<file path="src/rtl/mux4_arbiter.sv">
// Four-requester round-robin arbiter driving a 4:1 mux select, with a one-cycle
// break-before-make gap between owners. Define MUX4ARB_HOLDLIMIT_EN to cap tenure at MAXHOLD.
module mux4_arbiter #(
    parameter int MAXHOLD = 8
) (
    input  logic       clk,
    input  logic       CROBAR,
    input  logic [0:3] REQ,
    output logic [0:3] GRANT,
    output logic [0:1] SEL,
    output logic       EN,
    output logic       BUSY
);

    typedef enum logic [1:0] {
        IDLE = 2'd0,
        OWN  = 2'd1,
        GAP  = 2'd2
    } state_t;

    if (MAXHOLD < 2 || MAXHOLD > 255) begin : g_maxhold_range
        $error("mux4_arbiter: MAXHOLD must be in 2..255");
    end

    state_t     state;
    state_t     nxt_state;
    logic [1:0] last;
    logic [1:0] nxt_last;
    logic [0:3] nxt_grant;
    logic [0:1] nxt_sel;
    logic       nxt_en;

    logic       win_found;
    logic [1:0] win_idx;
    logic       force_release;
    logic       owner_keeps;

    // Rotating priority: scan last+1 .. last+4 (mod 4); the lowest offset that
    // requests wins, so the loop runs backwards and the final hit overwrites.
    always_comb begin
        logic [1:0] cand;
        win_found = 1'b0;
        win_idx   = last;
        cand      = last;
        for (int k = 4; k >= 1; k--) begin
            cand = last + 2'(k);
            if (REQ[cand]) begin
                win_found = 1'b1;
                win_idx   = cand;
            end
        end
    end

`ifdef MUX4ARB_HOLDLIMIT_EN
    localparam logic [7:0] HOLD_LAST = 8'(MAXHOLD - 1);

    logic [7:0] hold_cnt;
    logic [7:0] nxt_hold_cnt;
    logic [0:3] owner_mask;

    always_comb begin
        owner_mask       = '0;
        owner_mask[last] = 1'b1;
    end

    assign force_release = (hold_cnt == HOLD_LAST) && (|(REQ & ~owner_mask));

    // Held at zero outside OWN, so it starts from zero on every new tenure.
    always_comb begin
        nxt_hold_cnt = hold_cnt;
        if (state != OWN) begin
            nxt_hold_cnt = '0;
        end else if (hold_cnt != HOLD_LAST) begin
            nxt_hold_cnt = hold_cnt + 8'd1;
        end
    end

    always_ff @(posedge clk) begin
        if (CROBAR) begin
            hold_cnt <= '0;
        end else begin
            hold_cnt <= nxt_hold_cnt;
        end
    end
`else
    assign force_release = 1'b0;
`endif

    assign owner_keeps = REQ[last] && !force_release;

    // NOTE: every signal written here gets a default first so no path leaves
    // it unassigned; a missed default would infer a latch.
    always_comb begin
        nxt_state = state;
        nxt_last  = last;
        nxt_grant = '0;
        nxt_sel   = SEL;
        nxt_en    = 1'b0;

        unique case (state)
            IDLE, GAP: begin
                if (win_found) begin
                    nxt_state          = OWN;
                    nxt_last           = win_idx;
                    nxt_grant[win_idx] = 1'b1;
                    nxt_sel            = win_idx;
                    nxt_en             = 1'b1;
                end else begin
                    nxt_state = IDLE;
                end
            end
            OWN: begin
                if (owner_keeps) begin
                    nxt_grant = GRANT;
                    nxt_en    = 1'b1;
                end else begin
                    nxt_state = GAP;
                end
            end
            default: begin
                nxt_state = IDLE;
            end
        endcase
    end

    // NOTE: sequential state uses non-blocking assignments so every register
    // samples pre-edge values regardless of statement order.
    always_ff @(posedge clk) begin
        if (CROBAR) begin
            state <= IDLE;
            last  <= 2'd3;
            GRANT <= '0;
            SEL   <= '0;
            EN    <= 1'b0;
            BUSY  <= 1'b0;
        end else begin
            state <= nxt_state;
            last  <= nxt_last;
            GRANT <= nxt_grant;
            SEL   <= nxt_sel;
            EN    <= nxt_en;
            BUSY  <= (nxt_state != IDLE);
        end
    end

endmodule
</file>
<file path="config.mk">
export PLATFORM = sky130hd
export DESIGN_NAME = mux4_arbiter
export DESIGN_NICKNAME = d
export VERILOG_FILES = /design/src/rtl/mux4_arbiter.sv
export SDC_FILE = /design/constraint.sdc
export NUM_CORES = 1
export LEC_CHECK = 0
export CORE_AREA = 2 2 39 41
export DETAILED_ROUTE_END_ITERATION = 12
export DIE_AREA = 0 0 41 43
export PLACE_DENSITY = 0.78
export SLEW_MARGIN = 40
export SYNTH_ARGS = -nofsm -noshare
export SYNTH_HDL_FRONTEND = slang
export SYNTH_SLANG_ARGS = --single-unit
</file>
<file path="constraint.sdc">
create_clock -name clk -period 2.65 [get_ports clk]
set_clock_uncertainty 0.15 [all_clocks]
set_input_delay 0.53 -clock clk [delete_from_list [all_inputs] [get_ports clk]]
set_output_delay 0.53 -clock clk [all_outputs]
set_load 0.03 [all_outputs]
</file>
==> results of run 1 <==
==> cell type report <==
cell class                 count  area, um2
multi-input combinational     38        287
tap                           16       20.0
sequential                    12        240
inverter                       3       11.3
clock buffer                   4       36.3
fill                         118        659
timing repair buffer          13        130
==> report_power, final <==
group | internal, mW | switching (mW) | total (mW)
clock | 0.0837 | 0.0625 | 0.146
sequential | 0.200 | 0.0133 | 0.213
combinational | 0.0626 | 0.0751 | 0.138
total | 0.346 | 0.151 | 0.497
==> synthesized netlist by cell type (all sizes together), types with 2 or more instances <==
cell    count  area [um2]
a21oi       6        30.0
a21o        2        16.3
nor2        2        7.51
inv         3        11.3
a32o        2        20.0
nand2b      3        18.8
nand2       5        18.8
dfxtp      12         240
o31ai       3        22.5
==> metrics by stage <==
| step | instance area [um2] | hold slack, ps |
|---|---|---|
| after floorplan | 547 | 357 |
| after global placement | 688 | 299 |
| after detailed placement | 688 | 306 |
| after CTS | 724 | 325 |
| after global routing | 724 | 359 |
| final | 724 | 317 |
==> state kept, by name, indices dropped and copies added (netlist names) <==
register	cells
SEL	2
BUSY	1
EN	1
GRANT	4
last	2
state	2
==> cell families after synthesis <==
logic type | share of synthesized area
AO/OA/AOI/OAI | 0.238
buffers and inverters | 0.0366
flip-flops | 0.439
multiplexers | 0.0801
AND/OR/NAND/NOR | 0.206
==> tightest hold or removal path, cell delays in order, from the launching register on <==
cell and delay, ps:
dfxtp_1 330, nand2_1 50, o31ai_1 60
==> final timing paths <==
path              startpoint  endpoint  depth (start not counted)
hold / removal      GRANT[2]  GRANT[2]                          2
setup / recovery      REQ[1]  GRANT[3]                          4
setup reg to reg     last[0]  GRANT[3]                          3
hold reg to reg     GRANT[2]  GRANT[2]                          2
==> metal layers <==
metal,share of wire,track usage,vias to the layer above
met5,0,0,-
li1,-,-,232
met2,0.47,0.213,10
met1,0.45,0.211,216
met3,0.051,0.0314,3
met4,0.028,0.140,0
==> metrics.txt, run 1 <==
element type at the critical path end flop; Final Critical Period 2020 ps; worst path arrival time 2050 ps; largest net degree at the start of global routing 13; r2r setup slk 1020 ps; post-CTS setup buffer count 0; Port Buffer Count 13; Nets 77; Max Clock Freq 494 MHz; Die Width 41 um; clk buf depth 2; RSZ-0062 raised after global routing false; Iteration-0 DRC Markers 8; CP Launch Type primary input; initial antenna violation count 0; gr usage total 0.161; Area Overhead vs Synth 32.5%; DRC 0; VDD IR max 0.320 mV; final setup margin 627 ps; Tot Pwr 0.497 mW; Post-CTS Hold Fix Bufs 0; Initial Util 0.395; register area share after synthesis 0.439; H-tree Lvls 1; vias 461; CTS tree yes; Yosys warnings 0; Mapped Area 547 um2; commonest non-fill, non-tap cell in the layout clkdlybuf4s50_1; library cells used by synthesis 27; total die area 1760 um2; placed insts 82; first-pass GRT wire length 1.82 mm; Max Cap Viol 0; crit path buf inv count 1; share of layout cells above drive strength 1 0.143; CTS clk-pin slew, worst paths 70 ps; Placer Congestion 0.748; Placeable Area 1380 um2; Die Y-Extent 43 um; Syn Inst Count 55; worst slew pin tran 559 ps; commonest cells after routing, fill and taps aside clkdlybuf4s50_1, dfxtp_1, a21oi_1; Post-synth EDFFs 0; Hold Crit Class flop to flop; crit-path max FO 10; clk_lat worst skew 280 ps; async set-or-reset flop fraction in the synthesized netlist 0; grt ovf 0; final hold violations 0; final core utilization 0.524; DPL Wire Length 833 um; critical path's top delay family compound AO/OA/AOI/OAI gates; crit share post-route 0.763; CTS Sinks 12; non-filler cells, final 86; pre-CTS setup slack 352 ps; io pins 14; critical path required time 2680 ps; Num CTS Buffers 3; worst rel slew slack 0.626; setup violators final 0; PwrDens 687 nW/um2; drt total wl 1.10 mm; post-route antenna net violation count 0; Syn Nets 61; routed len/inst 12.8 um; TritonRoute pass-1 iters 4; root buffer cell clkbuf_4; max-slew violations 0; post-cts resize count 0; Yosys reg bits 12; Lkg Pwr 0.285 nW; status complete, no violations; Crit Path Class primary input to flop; mean post-synth cell area 9.94 um2; FP Rows 14; routed vias/inst 5.36; critical path cell sequence clkdlybuf4s50_1 -> o41ai_4 -> nor2_1 -> a32o_1; Fin Setup TNS 0 ps; Max stage delay cell, worst path o41ai_4; max incr delay on CP 620 ps; ant diodes 0; vias in the first global route 416; Post-synth top flop dfxtp_1
Power figures use the tool's default switching activity.
==> run 2: changes to the inputs <==
Clock period 2.65 ns to 2.05 ns, I/O delays scaled along.
==> metrics.txt, run 2 (synthesis results as in run 1) <==
status complete, no violations; Max Clock Freq 536 MHz; largest net degree at the start of global routing 10 (-3); reg2reg start last[1]; post-route antenna net violation count 0 (unchanged); RSZ-0062 raised after global routing false; element type at the critical path end flop; crit share post-route 0.910; critical path cell sequence clkdlybuf4s50_1 -> o41ai_4 -> buf_4 -> a21oi_1 -> and2_1; Final Hold Slack 318 ps (+1.20 ps); Max Used Layer met4; routed vias/inst 5.29 (-1.3%); root buffer cell clkbuf_4; first-pass GRT wire length 1.90 mm (+4.6%); setup violators final 0 (unchanged); max reg flops 4 (unchanged); CTS Sinks 12 (unchanged); Initial Util 0.395 (unchanged); total die area 1760 um2 (unchanged); H-tree Lvls 1 (unchanged); clock network fraction of design power 0.275 (-0.019); Reg2Reg Depth 4 (+1); worst path arrival time 1880 ps (-170 ps); pre-CTS setup slack -92.5 ps (-445 ps); Die Width 41 um (unchanged); critical path's top delay family buffers and inverters; max incr delay on CP 540 ps (-80 ps); CP Launch Type primary input; Seq pwr share 0.422 (-0.007); switching share of total power 0.291 (-0.0121); M1 WL 512 um (+3.9%); FP Rows 14 (unchanged); Placeable Area 1380 um2 (unchanged); Hold Crit Depth 2 (unchanged); ant diodes 0 (unchanged); share of layout cells above drive strength 1 0.221 (+0.0779); grt ovf 0 (unchanged); r2r setup slk 440 ps (-580 ps); vias in the first global route 460 (+11%); VDD IR max 0.365 mV (+14%); TritonRoute pass-1 iters 4 (unchanged); io pins 14 (unchanged); clk_lat worst skew 270 ps (about the same); PwrDens 844 nW/um2 (+23%); placed instance area 741 um2 (+7.6%); final core utilization 0.561 (+0.0380); post-CTS setup buffer count 0 (unchanged); Nets 84 (+9.1%); Internal Power 0.465 mW (+34%); max-slew violations 0 (unchanged); Num CTS Buffers 3 (unchanged); commonest cells after routing, fill and taps aside clkdlybuf4s50_1, dfxtp_1, buf_4; drt total wl 1.19 mm (+8.5%); vias 492 (+6.7%); final setup margin 185 ps (-442 ps); CTS tree yes; routed len/inst 12.8 um (+0.38%); Port Buffer Count 13 (unchanged); area occupied by multi-input gates 287 um2 (unchanged); Hold Crit Start GRANT[2]; Tot Pwr 0.656 mW (+32%); initial antenna violation count 0 (unchanged); combinational power share 0.303 (+0.026); design area 777 um2 (+7.3%); Placer Congestion 0.764 (+2.2%); Post-CTS Hold Fix Bufs 0 (unchanged); Met2 Wirelength 606 um (+17%); DRC 0 (unchanged); switching power 0.191 mW (+27%); gr usage total 0.163 (+0.00235); crit path buf inv count 2 (+1); worst slew pin tran 446 ps (-113 ps); clk buf depth 2 (unchanged); Lkg Pwr 0.319 nW (+12%); Max Cap Viol 0 (unchanged); worst rel slew slack 0.702 (+0.0757); commonest non-fill, non-tap cell in the layout clkdlybuf4s50_1; Register Area 240 um2 (unchanged); FF-to-FF End GRANT[0]; Hold Crit Class flop to flop; Largest Register GRANT; FILL cells 130 (+10%); post-cts resize count 0 (unchanged); Met3 Wirelength 67 um (+20%); Die Y-Extent 43 um (unchanged); Final Critical Period 1870 ps; Crit Path Class primary input to flop; DPL Wire Length 911 um (+9.3%); final hold violations 0 (unchanged); crit-path max FO 6 (-4); Max stage delay cell, worst path o41ai_4; CTS clk-pin slew, worst paths 70 ps (about the same); Iteration-0 DRC Markers 14 (+6); Hold Path End GRANT[2]; critical path required time 2060 ps (-620 ps); Area Overhead vs Synth 42.1%
run 2: cell count changes in the layout (fill, tap and decap cells not counted), sizes merged:
cell	change
buf	+7
run 2: worst register-to-register path, stage by stage (launching register included):
cell and delay, ps:
dfxtp_1 480, mux2_2 370, nand2_1 90, nand4b_1 200
o31ai_1 240
run 2: metrics by stage:
step                std cells  setup TNS [ps]
floorplan                  55               0
global placement           89            -178
detailed placement         89            -385
CTS                        93               0
global route               93               0
finish                     93               0
run 2: routing by layer:
layer / vias up / global-route usage
met5: - / 0
met4: 0 / 0.0800
met3: 2 / 0.0576
met2: 13 / 0.253
met1: 231 / 0.189
li1: 246 / -
run 2: layout make-up:
type | instances | share of cell area
multi-input combinational | 38 | 0.369
sequential | 12 | 0.309
timing repair buffer | 20 | 0.235
clock buffer | 4 | 0.0467
tap | 16 | 0.0258
inverter | 3 | 0.0145
run 2: power by group through the flow:
stage	sequential [mW]	combinational, mW	clock [mW]
final	0.277	0.199	0.180
after floorplan	0.308	0.0867	0
after global routing	0.280	0.215	0.197
after global placement	0.281	0.195	0
after detailed placement	0.283	0.198	0
after CTS	0.277	0.200	0.189
run 2: worst max-delay path by stage:
stage	startpoint	endpoint	slack, ps	cells after the start
global route	REQ[1]	GRANT[2]	80	6
global placement	REQ[0]	SEL[1]	-60	5
floorplan	REQ[0]	GRANT[1]	500	3
finish	REQ[0]	SEL[1]	180	5
CTS	REQ[0]	SEL[1]	190	5
detailed placement	REQ[0]	SEL[1]	-90	5
==> run 3: changes to the inputs <==
Settings changed: ABC_AREA set to 1, DONT_BUFFER_PORTS set to 1.
==> metrics.txt, run 3 <==
status complete, no violations; io pins 14 (unchanged); Placer Congestion 0.778 (+1.9%); max reg flops 4 (unchanged); Port Buffer Count 0 (-13); routed vias/inst 5.24 (-0.92%); VDD IR max 0.773 mV (+110%); Mapped Area 721 um2 (+32%); mean post-synth cell area 7.07 um2 (-29%); element type at the critical path end flop; Crit Path Class flop to flop; drt total wl 1.31 mm (+9.5%); CTS clk-pin slew, worst paths 70 ps (about the same); share of layout cells above drive strength 1 0.269 (+0.0485); Initial Util 0.521 (+0.126); register area share after synthesis 0.333 (-0.106); Largest Register GRANT; Hold Crit Class primary input to flop; post-CTS setup buffer count 0 (unchanged); Final Hold Slack 40.5 ps (-278 ps); ant diodes 0 (unchanged); clk buf depth 2 (unchanged); PwrDens 1950 nW/um2 (+130%); worst path arrival time 1810 ps (-70 ps); Die Y-Extent 43 um (unchanged); Yosys warnings 0 (unchanged); commonest cells after routing, fill and taps aside nand2_1, dfxtp_1, nand2_2; TritonRoute pass-1 iters 4 (unchanged); gr usage total 0.195 (+0.0316); library cells used by synthesis 19 (-30%); top-area cell type share of the netlist area 0.333 (-0.106); Yosys reg bits 12 (unchanged); crit-path max FO 9 (+3); Internal Power 0.691 mW (+49%); vias 629 (+28%); Post-synth top flop dfxtp_1; largest net degree at the start of global routing 12 (+2); critical path required time 2070 ps (about the same); commonest non-fill, non-tap cell in the layout nand2_1; Post-CTS Hold Fix Bufs 0 (unchanged); DPL Wire Length 1.04 mm (+14%); Fin Setup TNS 0 ps (unchanged); Lkg Pwr 0.374 nW (+17%); post-cts resize count 0 (unchanged); Post-synth EDFFs 0 (unchanged); switching power 0.783 mW (+310%); pre-CTS setup slack 271 ps (+363 ps); Met3 Wirelength 84 um (+25%); clk_lat worst skew 280 ps (about the same); Max Cap Viol 0 (unchanged); FP Rows 14 (unchanged); RSZ-0062 raised after global routing false; top cells by count, synth nand2_1, dfxtp_1, nand2_2; root buffer cell clkbuf_4; crit share post-route 0.872 (-0.0381); count leader, synth nand2_1; grt ovf 0 (unchanged); Syn Nets 108 (+77%); CTS tree yes; Seq pwr share 0.372 (-0.050); Met2 Wirelength 607 um (+0.17%); vias in the first global route 570 (+24%); switching share of total power 0.531 (+0.240); Synth area leaders dfxtp_1, nand2_1, nand2_2; Iteration-0 DRC Markers 13 (-1); Nets 111 (+32%); final hold violations 0 (unchanged); Yosys top cell by area dfxtp_1; final setup margin 263 ps (+78.0 ps); CP Launch Type flop; Syn Inst Count 102 (+85%); CTS Sinks 12 (unchanged); post-route antenna net violation count 0 (unchanged); max-slew violations 0 (unchanged); worst rel slew slack 0.718 (+0.0162); combinational power share 0.501 (+0.198); Placeable Area 1380 um2 (unchanged); DRC 0 (unchanged); setup violators final 0 (unchanged); clock network fraction of design power 0.127 (-0.148); Die Width 41 um (unchanged); async set-or-reset flop fraction in the synthesized netlist 0 (unchanged); worst slew pin tran 423 ps (-23.4 ps); first-pass GRT wire length 2.28 mm (+20%); total die area 1760 um2 (unchanged); Max Clock Freq 560 MHz (+4.4%); routed len/inst 10.9 um (-15%); initial antenna violation count 0 (unchanged); Final Critical Period 1790 ps (-78.0 ps); H-tree Lvls 1 (unchanged); Num CTS Buffers 3 (unchanged); Max Used Layer met4; M1 WL 598 um (+17%); Area Overhead vs Synth 5.03%
[run 3: cell types whose count changed after synthesis, moves of 3 or more]
cell      delta
inv_2        +3
inv_1        +7
nand2_2     +11
nand3_2      +3
nand2_4      +3
nand2_1     +22
nand2b_1     -3
nor2_1       +3
o31ai_1      -3
nand3_1      +7
[run 3: layout make-up]
class,instances,area (um2)
inverters,14,60.1
well taps,16,20.0
multi-input cells,74,400
clock buffers,4,36.3
flip-flops and latches,12,240
fillers,143,627
[run 3: power by group through the flow]
stage | sequential (mW) | combinational (mW) | clock [mW]
after CTS | 0.550 | 0.737 | 0.191
after floorplan | 0.518 | 0.666 | 0
final | 0.548 | 0.737 | 0.188
after global placement | 0.554 | 0.713 | 0
after detailed placement | 0.556 | 0.734 | 0
after global routing | 0.564 | 0.833 | 0.202
[run 3: logic make-up (layout without fill, tap and decap cells)]
family / count (synthesis) / count (layout) / share of synthesized area
buf+inv: 16 / 18 / 0.111
flops: 12 / 12 / 0.333
compound gates: 13 / 13 / 0.115
simple gates: 61 / 61 / 0.441
[run 3: metrics by stage]
step / total power [mW] / cells / utilization / cell area [um2]
floorplan: 1.18 / 102 / - / 721
global placement: 1.27 / 116 / 0.521 / 721
detailed placement: 1.29 / 116 / 0.521 / 721
CTS: 1.48 / 120 / 0.547 / 757
global route: 1.60 / 120 / 0.547 / 757
finish: 1.47 / 120 / 0.547 / 757
[run 3: worst max-delay path, stage by stage (launching register included)]
cell     delay [ps]
dfxtp_1         580
nand2_1         170
nand2_4         120
nand2_1          70
nand2_2          80
nor2_2           50
a21oi_4         240
inv_2           100
nand2_1          70
a21oi_1          60
[run 3: final timing paths]
path | slack [ps] | cells after the start | startpoint | endpoint
worst max register to register | 260 | 9 | last[0] | SEL[1]
worst max-delay path | 260 | 9 | last[0] | SEL[1]
worst min-delay path | 40 | 1 | CROBAR | SEL[0]
worst min register to register | 390 | 3 | state[1] | state[1]
[run 3: routing by layer]
| metal | vias to the layer above | track usage |
|---|---|---|
| met4 | 0 | 0.0800 |
| met5 | - | 0 |
| met3 | 5 | 0.105 |
| met1 | 286 | 0.229 |
| li1 | 326 | - |
| met2 | 12 | 0.284 |
